[src/rtl/sc_lanebank_pkg.sv]
// Shared definitions for the Frogger lane bank.
//   - Direction codes used on each lane's 2-bit direction field.
//   - lane_lsb(): bit offset of a lane's slice inside a packed lane bus.
// Optional feature macro: SC_LANEBANK_DRAIN_EN (enables DIR_DRAIN as a shift).
package sc_lanebank_pkg;

  localparam logic [1:0] DIR_HOLD  = 2'b00;
  localparam logic [1:0] DIR_LEFT  = 2'b01;
  localparam logic [1:0] DIR_RIGHT = 2'b10;
  localparam logic [1:0] DIR_DRAIN = 2'b11;

  // Lane idx occupies bits [idx*width +: width] of a packed bus.
  function automatic int unsigned lane_lsb(input int unsigned idx, input int unsigned width);
    return idx * width;
  endfunction

endpackage

[src/rtl/sc_lanebank_lane.sv]
// One playfield lane: rotating register, prescale counter and move flag.
// Ports:
//   clk_i, rst_i     clock, asynchronous active-high reset
//   clear_ni         synchronous clear to INIT_VALUE (active low, all lanes)
//   load_i           this lane is selected for a load this cycle (already decoded)
//   load_data_i      value written on load
//   run_ni           0 = advance on ticks, 1 = paused
//   tick_i           one-cycle game tick
//   dir_i            direction code (see sc_lanebank_pkg)
//   period_i         lane moves once every period_i+1 qualifying ticks
//   lane_o           registered lane contents
//   moved_o          one-cycle pulse following a shift of the lane
// Optional feature macro: SC_LANEBANK_DRAIN_EN (code 11 = left shift inserting 0).
module sc_lanebank_lane
  import sc_lanebank_pkg::*;
#(
  parameter int unsigned          LANE_WIDTH     = 8,
  parameter int unsigned          PRESCALE_WIDTH = 4,
  parameter logic [LANE_WIDTH-1:0] INIT_VALUE    = '0
) (
  input  logic                      clk_i,
  input  logic                      rst_i,
  input  logic                      clear_ni,
  input  logic                      load_i,
  input  logic [LANE_WIDTH-1:0]     load_data_i,
  input  logic                      run_ni,
  input  logic                      tick_i,
  input  logic [1:0]                dir_i,
  input  logic [PRESCALE_WIDTH-1:0] period_i,
  output logic [LANE_WIDTH-1:0]     lane_o,
  output logic                      moved_o
);

  logic [LANE_WIDTH-1:0]     lane_q, lane_d;
  logic [PRESCALE_WIDTH-1:0] cnt_q, cnt_d;
  logic                      moved_q, moved_d;
  logic [LANE_WIDTH-1:0]     shifted;
  logic                      dir_active;
  logic                      step_en;

  always_comb begin
    shifted    = lane_q;
    dir_active = 1'b0;
    case (dir_i)
      DIR_LEFT: begin
        shifted    = {lane_q[LANE_WIDTH-2:0], lane_q[LANE_WIDTH-1]};
        dir_active = 1'b1;
      end
      DIR_RIGHT: begin
        shifted    = {lane_q[0], lane_q[LANE_WIDTH-1:1]};
        dir_active = 1'b1;
      end
`ifdef SC_LANEBANK_DRAIN_EN
      DIR_DRAIN: begin
        shifted    = {lane_q[LANE_WIDTH-2:0], 1'b0};
        dir_active = 1'b1;
      end
`endif
      default: begin
        shifted    = lane_q;
        dir_active = 1'b0;
      end
    endcase
  end

  assign step_en = !run_ni && tick_i && dir_active;

  always_comb begin
    lane_d  = lane_q;
    cnt_d   = cnt_q;
    moved_d = 1'b0;
    if (!clear_ni) begin
      lane_d = INIT_VALUE;
      cnt_d  = '0;
    end else if (load_i) begin
      lane_d = load_data_i;
      cnt_d  = '0;
    end else if (step_en) begin
      // Live period compare; a counter above a newly lowered period simply
      // wraps through all-ones to zero without producing a move.
      if (cnt_q == period_i) begin
        cnt_d   = '0;
        lane_d  = shifted;
`ifdef SC_LANEBANK_DRAIN_EN
        moved_d = (dir_i == DIR_DRAIN) ? (shifted != lane_q) : 1'b1;
`else
        moved_d = 1'b1;
`endif
      end else begin
        cnt_d = cnt_q + PRESCALE_WIDTH'(1);
      end
    end
  end

  always_ff @(posedge clk_i or posedge rst_i) begin
    if (rst_i) begin
      lane_q  <= '0;
      cnt_q   <= '0;
      moved_q <= 1'b0;
    end else begin
      lane_q  <= lane_d;
      cnt_q   <= cnt_d;
      moved_q <= moved_d;
    end
  end

  assign lane_o  = lane_q;
  assign moved_o = moved_q;

endmodule

[src/rtl/sc_reg_lanebank.sv]
// Multi-lane background register bank for the Frogger playfield.
// Each lane rotates at its own prescaled rate of the shared game tick.
// Ports:
//   SC_RegLANEBANK_CLOCK_50          system clock
//   SC_RegLANEBANK_RESET_InHigh      asynchronous reset, active high (lanes -> 0)
//   SC_RegLANEBANK_clear_InLow       synchronous clear of all lanes to INIT_PATTERN
//   SC_RegLANEBANK_load_InLow        synchronous load of the selected lane
//   SC_RegLANEBANK_laneselect_In     lane index for the load
//   SC_RegLANEBANK_data_InBUS        load data
//   SC_RegLANEBANK_run_InLow         0 = advance on ticks, 1 = paused
//   SC_RegLANEBANK_tick_In           one-cycle game tick
//   SC_RegLANEBANK_direction_InBUS   2-bit direction code per lane
//   SC_RegLANEBANK_period_InBUS      per-lane period P (move every P+1 ticks)
//   SC_RegLANEBANK_data_OutBUS       packed lane registers
//   SC_RegLANEBANK_moved_OutBUS      per-lane move pulse
// Optional feature macro: SC_LANEBANK_DRAIN_EN (direction 11 drains the lane).
module sc_reg_lanebank
  import sc_lanebank_pkg::*;
#(
  parameter int unsigned                           LANE_WIDTH     = 8,
  parameter int unsigned                           LANE_COUNT     = 4,
  parameter int unsigned                           PRESCALE_WIDTH = 4,
  parameter logic [LANE_COUNT*LANE_WIDTH-1:0]      INIT_PATTERN   = '0,
  parameter int unsigned                           SEL_WIDTH      =
      (LANE_COUNT > 1) ? $clog2(LANE_COUNT) : 1
) (
  input  logic                                SC_RegLANEBANK_CLOCK_50,
  input  logic                                SC_RegLANEBANK_RESET_InHigh,
  input  logic                                SC_RegLANEBANK_clear_InLow,
  input  logic                                SC_RegLANEBANK_load_InLow,
  input  logic [SEL_WIDTH-1:0]                SC_RegLANEBANK_laneselect_In,
  input  logic [LANE_WIDTH-1:0]               SC_RegLANEBANK_data_InBUS,
  input  logic                                SC_RegLANEBANK_run_InLow,
  input  logic                                SC_RegLANEBANK_tick_In,
  input  logic [2*LANE_COUNT-1:0]             SC_RegLANEBANK_direction_InBUS,
  input  logic [PRESCALE_WIDTH*LANE_COUNT-1:0] SC_RegLANEBANK_period_InBUS,
  output logic [LANE_WIDTH*LANE_COUNT-1:0]    SC_RegLANEBANK_data_OutBUS,
  output logic [LANE_COUNT-1:0]               SC_RegLANEBANK_moved_OutBUS
);

  for (genvar i = 0; i < LANE_COUNT; i++) begin : g_lane
    logic load_sel;

    // Out-of-range selects match no lane, so the load is dropped.
    assign load_sel = !SC_RegLANEBANK_load_InLow &&
                      (SC_RegLANEBANK_laneselect_In == SEL_WIDTH'(i));

    sc_lanebank_lane #(
      .LANE_WIDTH     (LANE_WIDTH),
      .PRESCALE_WIDTH (PRESCALE_WIDTH),
      .INIT_VALUE     (INIT_PATTERN[lane_lsb(i, LANE_WIDTH) +: LANE_WIDTH])
    ) u_lane (
      .clk_i       (SC_RegLANEBANK_CLOCK_50),
      .rst_i       (SC_RegLANEBANK_RESET_InHigh),
      .clear_ni    (SC_RegLANEBANK_clear_InLow),
      .load_i      (load_sel),
      .load_data_i (SC_RegLANEBANK_data_InBUS),
      .run_ni      (SC_RegLANEBANK_run_InLow),
      .tick_i      (SC_RegLANEBANK_tick_In),
      .dir_i       (SC_RegLANEBANK_direction_InBUS[lane_lsb(i, 2) +: 2]),
      .period_i    (SC_RegLANEBANK_period_InBUS[lane_lsb(i, PRESCALE_WIDTH) +: PRESCALE_WIDTH]),
      .lane_o      (SC_RegLANEBANK_data_OutBUS[lane_lsb(i, LANE_WIDTH) +: LANE_WIDTH]),
      .moved_o     (SC_RegLANEBANK_moved_OutBUS[i])
    );
  end

endmodule

[config.mk]
export PLATFORM = sky130hd
export DESIGN_NAME = sc_reg_lanebank
export DESIGN_NICKNAME = d
export VERILOG_FILES = /design/src/rtl/sc_lanebank_pkg.sv /design/src/rtl/sc_lanebank_lane.sv /design/src/rtl/sc_reg_lanebank.sv
export SDC_FILE = /design/constraint.sdc
export NUM_CORES = 1
export LEC_CHECK = 0
export ABC_CLOCK_PERIOD_IN_PS = 1580
export CORE_AREA = 2 2 102 104
export DETAILED_ROUTE_END_ITERATION = 8
export DIE_AREA = 0 0 104 106
export GPL_TIMING_DRIVEN = 1
export PLACE_DENSITY_LB_ADDON = 0.3
export SETUP_SLACK_MARGIN = 0.05
export SLEW_MARGIN = 20
export SYNTH_ARGS = -nofsm -noshare
export SYNTH_HDL_FRONTEND = slang
export SYNTH_SLANG_ARGS = --single-unit
[constraint.sdc]
create_clock -name SC_RegLANEBANK_CLOCK_50 -period 1.58 [get_ports SC_RegLANEBANK_CLOCK_50]
set_input_delay 0.316 -clock SC_RegLANEBANK_CLOCK_50 [delete_from_list [all_inputs] [get_ports SC_RegLANEBANK_CLOCK_50]]
set_output_delay 0.316 -clock SC_RegLANEBANK_CLOCK_50 [all_outputs]
set_load 0.1 [all_outputs]
* After elaboration in Yosys (flattened, before gate mapping)
Index checks and enable logic that the tools add are counted.
Word-level totals: bits in registers 52, bits of input ports 40, output and inout port bits 36, word-level logic and storage cells 119
Cells by class: add/subtract/negate cells 4, equal/unequal tests 27, mux-type cells 56, reductions and logical operators 20
Operators with widths (number):
- $mux W8 | 16
- $mux W4 | 16
- $pmux W8 S2 | 4
- $ne A3 B1 Y1 const B | 8
- $mux W1 | 20
- $add A4 B1 Y4 const B | 4
- $eq A4 B4 Y1 | 4
- $ne A4 B1 Y1 const B | 4
- $eq A2 B2 Y1 const B | 6
- $reduce_and A3 Y1 | 4
- $eq A2 B1 Y1 const B | 5
- $logic_and A1 B1 Y1 | 9
- $reduce_or A2 Y1 | 4
- $logic_not A1 Y1 | 2
- $logic_not A2 Y1 | 1

* Logic depth before layout (Yosys ltp)
Gate-level depths: netlist (run 1).
depth in word-level cells 7, depth in mapped cells 8

* By module
A second synthesis (run 1) with hierarchy kept.
Unflattened totals: cell total of the unflattened synthesis 333, area total of the unflattened synthesis 3226.8 um2
By module, submodules not included:
- sc_lanebank_lane at g_lane[0].u_lane ... | instances 3, cells each 82, area each 799.5 um2
- sc_lanebank_lane at g_lane[3].u_lane | instances 1, cells each 83, area each 798.3 um2
- sc_reg_lanebank | instances 1, cells each 4, area each 30.0 um2

* Least setup slack after synthesis (run 1)
No wires, ideal clock.
path kind input to register, start point in SC_RegLANEBANK_direction_InBUS[6], end point reg g_lane[3].u_lane.lane_q[5], arrival 1.678 ns, required time 1.442 ns, slack -0.236 ns, stages on the path 6, cell sequence inv_1 -> ha_1 -> or3b_1 -> clkbuf_1 -> a2111oi_0 -> o32ai_1
Between the ends: word-level cells in the longest chain between the ends 6
RTL lines:
- start: declaration | RTL line sc_reg_lanebank.sv:35 | input logic [2*LANE_COUNT-1:0] SC_RegLANEBANK_direction_InBUS,
- $eq A2 B2 Y1 or $eq A2 B1 Y1 (tied branches) | RTL line sc_lanebank_lane.sv:44 | case (dir_i)
- $pmux W8 S2 or $reduce_or A2 Y1 (tied branches)
- $mux W8 or $mux W1 (tied branches) | RTL line sc_lanebank_lane.sv:81, sc_lanebank_lane.sv:44
- $mux W8 or $logic_and A1 B1 Y1 (tied branches) | RTL line sc_lanebank_lane.sv:78, sc_lanebank_lane.sv:66
- $mux W8 or $ne A3 B1 Y1 (tied branches)
- $mux W8 or $reduce_and A3 Y1 (tied branches)
- end signal: assignment | RTL line sc_lanebank_lane.sv:101 | lane_q <= lane_d;
- end: declaration | RTL line sc_lanebank_lane.sv:34 | logic [LANE_WIDTH-1:0] lane_q, lane_d;
Parallel ways exist; a longest one is shown, timed or not. The select of a mux whose other input is x is not followed. A chain may end at the register's enable or synchronous reset.

* Worst setup path after layout (run 1)
start point reg g_lane[2].u_lane.cnt_q[1], end point reg g_lane[2].u_lane.lane_q[4]
Between the ends: word-level cells in the longest chain between the ends 3
RTL lines:
- start: declaration | RTL line sc_lanebank_lane.sv:35 | logic [PRESCALE_WIDTH-1:0] cnt_q, cnt_d;
- start signal: assignment | RTL line sc_lanebank_lane.sv:102 | cnt_q <= cnt_d;
- $eq A4 B4 Y1 | RTL line sc_lanebank_lane.sv:81 | if (cnt_q == period_i) begin
- $ne A3 B1 Y1 (no source line)
- $reduce_and A3 Y1 (no source line)
- end signal: assignment | RTL line sc_lanebank_lane.sv:101
- end: declaration | RTL line sc_lanebank_lane.sv:34
Every way passes these cells.

==> key figures, run 1 <==
Detailed routing
  – DRC Markers: 0
  – Avg WL per Cell: 17.5 um
  – Initial DRC Count: 131
  – Antenna-violating nets left: 0
  – Total routed wirelength: 11200 um
  – Vias per cell: 5.43
  – Vias: 3472
  – Router iterations before antenna repair: 4

GRT
  – First-pass GRT wire length: 18200 um
  – Vias in the first global route: 3574
  – Initial antenna violation count: 0
  – Grt ovf: 0
  – Largest net degree at the start of global routing: 53
  – GR Util All Layers: 0.202

Timing
  – Slew @ Worst Pin: 0.367 ns
  – Hold Vio Cnt, Final: 0
  – Post-route setup TNS: -0.0363 ns
  – Rel. slew slack: 0.754
  – Post-route setup slack: -0.0216 ns
  – Fmax: 0.624 GHz
  – Finish-stage setup viols: 2
  – Period minus WS final: 1.60 ns
  – Unrepaired setup endpoints after global routing: yes
  – Fin. max-slew vios: 0
  – Skew final: 0.00730 ns
  – Final Cycle Share: 1.01

Synth
  – EDFF count, synth: 0
  – Ys async rst share: 1.00
  – Ys Warns: 0
  – Distinct cells, synth: 42
  – Part of the Yosys area used for sequential elements: 0.386
  – FF+latch count, synth: 52
  – Syn nets: 407
  – Synth Flop Type: dfrtp_1
  – Post-Syn Instances: 359
  – Post-Syn Area: 3370 um2
  – Mapped Avg Cell Area: 9.39 um2

Placed design
  – Port buffer count: 75
  – Final RePlAce weighted congestion: 0.786
  – Dpl ws: -0.743 ns
  – Area after DPL: 5310 um2
  – Detailed Place HPWL: 7510 um

Clocking
  – H-tree depth: 2
  – CTS tree: built
  – CTS buffer count: 5
  – Skew-Pair Late Insertion Delay: 0.32 ns
  – Clk sink count: 52
  – Reg clk slew, reported paths: 0.11 ns
  – Max Root-Sink Buffers: 2
  – Clock Tree Root: clkbuf_8

Floorplanning
  – Die H: 106 um
  – Starting Density: 0.337
  – I/O pin cnt: 76
  – Core outline area: 10000 um2
  – Die area: 11000 um2
  – Die W: 104 um
  – Rows: 37

Run
  – Maximum Capacitance Violations: 0

Worst hold path
  – Hold Crit Class: in2async

Outcome
  – Failing checks: negative setup slack
  – Status: complete, but fails checks

Setup path
  – Crit Reg-Reg Startpoint: g_lane[2].u_lane.cnt_q[1]$_DFFE_PP0P_
  – Worst Path Arrival: 1.80 ns
  – Required @ worst endpoint: 1.78 ns
  – Crit start category: flop
  – Crit end category: flop
  – Critical Path Fanout Max: 9
  – Crit path launch: g_lane[2].u_lane.cnt_q[1]$_DFFE_PP0P_
  – Crit path kind: reg2reg

Power
  – VDD IR max: 534 uV
  – Lkg Pwr: 0.00239 uW
  – Pwr Density: 633 nW/um2

Finish
  – Final net count: 551
  – Layout cells sized above 1: 0.502
  – Syn-to-layout area delta: 80.0%
  – Final Instance Area: 6070 um2
  – Antenna cell count: 0
==> worst paths after layout <==
path | slack, ns | endpoint | depth (start not counted)
min in group SC_RegLANEBANK_CLOCK_50 | 0.49 | g_lane[2].u_lane.moved_o$_DFF_PP0_ | 5
setup / recovery | -0.02 | g_lane[2].u_lane.lane_o[4]$_DFFE_PP0P_ | 6
hold reg to reg | 0.62 | g_lane[0].u_lane.lane_o[0]$_DFFE_PP0P_ | 2
max in group asynchronous | 0.90 | g_lane[3].u_lane.lane_o[0]$_DFFE_PP0P_ | 3
hold / removal | 0.40 | g_lane[3].u_lane.lane_o[3]$_DFFE_PP0P_ | 3
setup reg to reg | -0.02 | g_lane[2].u_lane.lane_o[4]$_DFFE_PP0P_ | 6
==> metal layers <==
layer,vias up,wire (um),global-route usage
met2,104,5690,0.347
met3,12,599,0.0411
met5,-,0,0
li1,1641,-,-
met1,1715,4710,0.257
met4,0,189,0.0579
==> worst max-delay path, cell delays in order, from the launching register on <==
cell and delay, ns:
dfrtp_1 0.41, xor2_1 0.17, nor4_2 0.26, buf_4 0.20, buf_6 0.13, mux2i_1 0.21, o22ai_1 0.11
==> what timing repair did <==
action                     CTS  global route
resized for setup          101            46
setup endpoints to repair   49            48
hold buffers                 0             0
setup buffers               15             9
cloned                       2             1
pin swaps                   46            27
==> synth_stat cells (3+ instances only) <==
cell type | number | area, um2
dfrtp_1 | 52 | 1300
buf_4 | 6 | 45.0
or3b_2 | 4 | 35.0
a21oi_1 | 33 | 165
nand3_1 | 24 | 120
nand3b_1 | 3 | 22.5
a22oi_1 | 8 | 60.1
nand2_1 | 26 | 97.6
mux2i_1 | 26 | 260
nand2b_1 | 3 | 18.8
or4_1 | 4 | 30.0
inv_1 | 6 | 22.5
a31o_2 | 10 | 87.6
xnor2_1 | 8 | 70.1
o21ai_0 | 9 | 45.0
clkbuf_1 | 17 | 63.8
xor2_1 | 8 | 70.1
o22ai_1 | 8 | 50.1
or3b_1 | 3 | 26.3
or3_1 | 3 | 18.8
nor2b_1 | 15 | 93.8
o32ai_1 | 8 | 70.1
a2111oi_0 | 14 | 123
nor2_1 | 10 | 37.5
a31oi_1 | 6 | 37.5
nor3b_2 | 4 | 50.1
o31ai_1 | 6 | 45.0
a2bb2oi_1 | 3 | 26.3
ha_1 | 8 | 100
buf_2 | 4 | 20.0
==> through the flow <==
stage               hold WS (ns)  power (uW)  cells  utilization
detailed placement         0.600        2760    607        0.531
finish                     0.404        3850    640        0.607
global placement           0.572        2740    607        0.531
global route               0.442        3990    640        0.607
floorplan                  0.370        2210    359            -
CTS                        0.427        3800    631        0.582
==> power by group <==
part | leakage [uW] | internal, uW | switching (uW) | total (uW)
Clock | 0.0000541 | 470 | 505 | 975
Combinational | 0.00165 | 598 | 779 | 1380
Sequential | 0.000681 | 1390 | 106 | 1490
Total | 0.00239 | 2460 | 1390 | 3850
==> kinds of logic (layout without fill, tap and decap cells) <==
family,Yosys count,after routing,synth area share
AO/OA/AOI/OAI,106,106,0.212
AND/OR/NAND/NOR,115,115,0.203
multiplexers,26,26,0.0772
buffers and inverters,36,181,0.0505
adder cells (fa/ha/maj),8,8,0.0297
XOR/XNOR,16,16,0.0416
flip-flops,52,52,0.386
==> cells in the final DEF, fill, tap and decap left out, drive strengths merged, types with 8 or more instances in the layout <==
cell type,Yosys,final
dlygate4sd2,0,9
a22oi,8,8
a2111oi,14,14
xnor2,8,8
ha,8,8
nand3,24,24
clkdlybuf4s50,0,14
o32ai,8,8
buf,13,136
a31o,10,10
mux2i,26,26
xor2,8,8
o22ai,8,8
nor2b,15,15
nand2,26,26
a21oi,33,33
dfrtp,52,52
nor2,10,10
o21ai,10,10
==> area by class of cell <==
class | count | area (um2)
fill | 815 | 3930
multi-input combinational | 271 | 2490
timing repair buffer | 167 | 1930
sequential | 52 | 1330
tap | 136 | 170
clock buffer | 5 | 68.8
clock inverter | 3 | 42.5
inverter | 6 | 41.3
==> registers in the layout, summed over array words and instances, names as in the netlist <==
register,count
g_lane.u_lane.lane_o,32
g_lane.u_lane.moved_o,4
g_lane.u_lane.cnt_q,16
Note: power is estimated with default switching activity, not from simulation.
==> run 2: changes to the inputs <==
==> constraint.sdc (replaced) <==
create_clock -name SC_RegLANEBANK_CLOCK_50 -period 1.58 [get_ports SC_RegLANEBANK_CLOCK_50]
set_input_delay 0.158 -clock SC_RegLANEBANK_CLOCK_50 [delete_from_list [all_inputs] [get_ports SC_RegLANEBANK_CLOCK_50]]
set_output_delay 0.158 -clock SC_RegLANEBANK_CLOCK_50 [all_outputs]
set_load 0.1 [all_outputs]
==> key figures, run 2 (same netlist as run 1, synthesis figures left out) <==
Outcome
  – Status: complete, but fails checks
  – Failing checks: negative setup slack

Clocking
  – Reg clk slew, reported paths: 0.10 ns (about the same)
  – H-tree depth: 2 (unchanged)
  – Skew-Pair Late Insertion Delay: 0.31 ns (about the same)
  – CTS buffer count: 5 (unchanged)
  – Max Root-Sink Buffers: 2 (unchanged)
  – Clock Tree Root: clkbuf_8
  – Clk sink count: 52 (unchanged)
  – CTS tree: built

Timing
  – Skew final: 0.00538 ns (-0.00192 ns)
  – Period minus WS final: 1.62 ns (+0.0158 ns)
  – Finish-stage setup viols: 17 (+15)
  – Fin. max-slew vios: 0 (unchanged)
  – Fmax: 0.618 GHz (-0.98%)
  – Slew @ Worst Pin: 0.406 ns (+0.0389 ns)
  – Unrepaired setup endpoints after global routing: yes
  – Hold Vio Cnt, Final: 0 (unchanged)
  – Rel. slew slack: 0.727 (-0.0269)
  – Post-route setup slack: -0.0374 ns (-0.0158 ns)
  – Final Cycle Share: 1.02 (+0.0100)

Finish
  – Final net count: 535 (-2.9%)
  – Layout cells sized above 1: 0.422 (-0.0799)
  – Number of flip-flops in the largest register: 32 (unchanged)
  – Non-filler instance count after layout: 624 (-2.5%)
  – Most frequent cells in the layout: buf_4, buf_12, dfrtp_1, a21oi_1, clkdlybuf4s50_1
  – Most common cell after layout, fill and taps aside: buf_4
  – Final Instance Area: 5750 um2 (-5.4%)
  – Post-Route Utilization: 0.575 (-0.0325)
  – Syn-to-layout area delta: 70.4%
  – Antenna cell count: 0 (unchanged)

Placed design
  – Final RePlAce weighted congestion: 0.801 (+1.8%)
  – Dpl ws: -0.682 ns (+0.0606 ns)
  – DP Cell Count: 601 (-0.99%)
  – Port buffer count: 75 (unchanged)
  – Area after DPL: 5170 um2 (-2.6%)
  – Detailed Place HPWL: 7360 um (-2.0%)

Floorplanning
  – Die area: 11000 um2 (unchanged)
  – Rows: 37 (unchanged)
  – Die W: 104 um (unchanged)
  – I/O pin cnt: 76 (unchanged)
  – Die H: 106 um (unchanged)
  – Starting Density: 0.337 (unchanged)
  – Core outline area: 10000 um2 (unchanged)

Setup path
  – Crit Reg-Reg Startpoint: g_lane[2].u_lane.cnt_q[2]$_DFFE_PP0P_
  – Crit path launch: g_lane[2].u_lane.cnt_q[2]$_DFFE_PP0P_
  – Crit path kind: reg2reg
  – Worst Path Arrival: 1.81 ns (about the same)
  – Reg2Reg Setup Slack: -0.04 ns (-0.02 ns)
  – Crit end category: flop
  – Critical Path Fanout Max: 10 (+1)
  – Required @ worst endpoint: 1.77 ns (about the same)
  – Crit start category: flop

Detailed routing
  – Total routed wirelength: 10900 um (-3.0%)
  – Router iterations before antenna repair: 4 (unchanged)
  – Initial DRC Count: 132 (+0.76%)
  – Vias: 3399 (-2.1%)
  – Antenna-violating nets left: 0 (unchanged)
  – DRC Markers: 0 (unchanged)
  – Vias per cell: 5.45 (+0.41%)
  – Avg WL per Cell: 17.4 um (-0.49%)

Power
  – Total Power: 3760 uW (-2.1%)
  – Sequential Power Share: 0.397 (+0.009)
  – VDD IR max: 480 uV (-10%)
  – Clock network power share: 0.255 (about the same)
  – Combinational group share of total power: 0.348 (-0.010)
  – Internal: 2420 uW (-1.6%)
  – Sw frac: 0.358 (-0.00346)
  – Pwr Density: 655 nW/um2 (+3.4%)
  – Lkg Pwr: 0.00218 uW (-8.6%)
  – P_sw: 1350 uW (-3.0%)

GRT
  – Largest net degree at the start of global routing: 53 (unchanged)
  – GR Util All Layers: 0.194 (-0.00776)
  – Vias in the first global route: 3518 (-1.6%)
  – First-pass GRT wire length: 17600 um (-3.1%)
  – Grt ovf: 0 (unchanged)
  – Initial antenna violation count: 0 (unchanged)

Worst hold path
  – Hold Crit Class: in2async

Run
  – Maximum Capacitance Violations: 0 (unchanged)
run 2: worst paths after layout:
path | endpoint | depth (start not counted)
setup / recovery | g_lane[2].u_lane.lane_o[5]$_DFFE_PP0P_ | 6
hold / removal | g_lane[0].u_lane.moved_o$_DFF_PP0_ | 3
setup reg to reg | g_lane[2].u_lane.lane_o[5]$_DFFE_PP0P_ | 6
hold reg to reg | g_lane[0].u_lane.lane_o[0]$_DFFE_PP0P_ | 2
max in group asynchronous | g_lane[1].u_lane.lane_o[4]$_DFFE_PP0P_ | 3
min in group SC_RegLANEBANK_CLOCK_50 | g_lane[3].u_lane.moved_o$_DFF_PP0_ | 5
run 2: cell type report:
cell class | count | area, um2
Fill cell | 866 | 4250
Clock buffer | 5 | 68.8
Clock inverter | 3 | 42.5
Sequential cell | 52 | 1320
Tap cell | 136 | 170
Timing Repair Buffer | 151 | 1760
Inverter | 6 | 27.5
Multi-Input combinational cell | 271 | 2350
run 2: power groups by stage:
stage                     Clock [uW]  Sequential (uW)  Combinational, uW
after floorplan                    0             1810                366
after global placement             0             1510               1200
after detailed placement           0             1510               1220
after CTS                        980             1490               1260
after global routing            1040             1500               1380
final                            961             1490               1310
run 2: routing by layer:
metal  GRT usage  routed length, um  vias up
met1       0.256               4630     1674
li1            -                  -     1614
met2       0.328               5550       92
met5           0                  0        -
met4      0.0637                190        0
met3      0.0282                488       19
run 2: repair_timing:
item                       CTS  global route
resized for setup           48            27
setup endpoints to repair   33            40
pin swaps                   31            24
cloned                       0             1
setup buffers                6             9
hold endpoints to repair     0             0
hold buffers                 0             0
run 2: stage by stage:
stage / TNS, ns / hold slack [ns]
floorplan: -0.0223 / 0.305
global placement: -18.59 / 0.565
detailed placement: -20.11 / 0.569
CTS: -0.151 / 0.231
global route: -2.75 / 0.248
finish: -0.152 / 0.219
run 2: worst max-delay path, cell delays in order (launching register included):
cell     delay (ns)
dfrtp_1        0.42
xor2_1         0.16
nor4_2         0.28
buf_4          0.21
buf_12         0.13
mux2i_1        0.20
o22ai_1        0.09
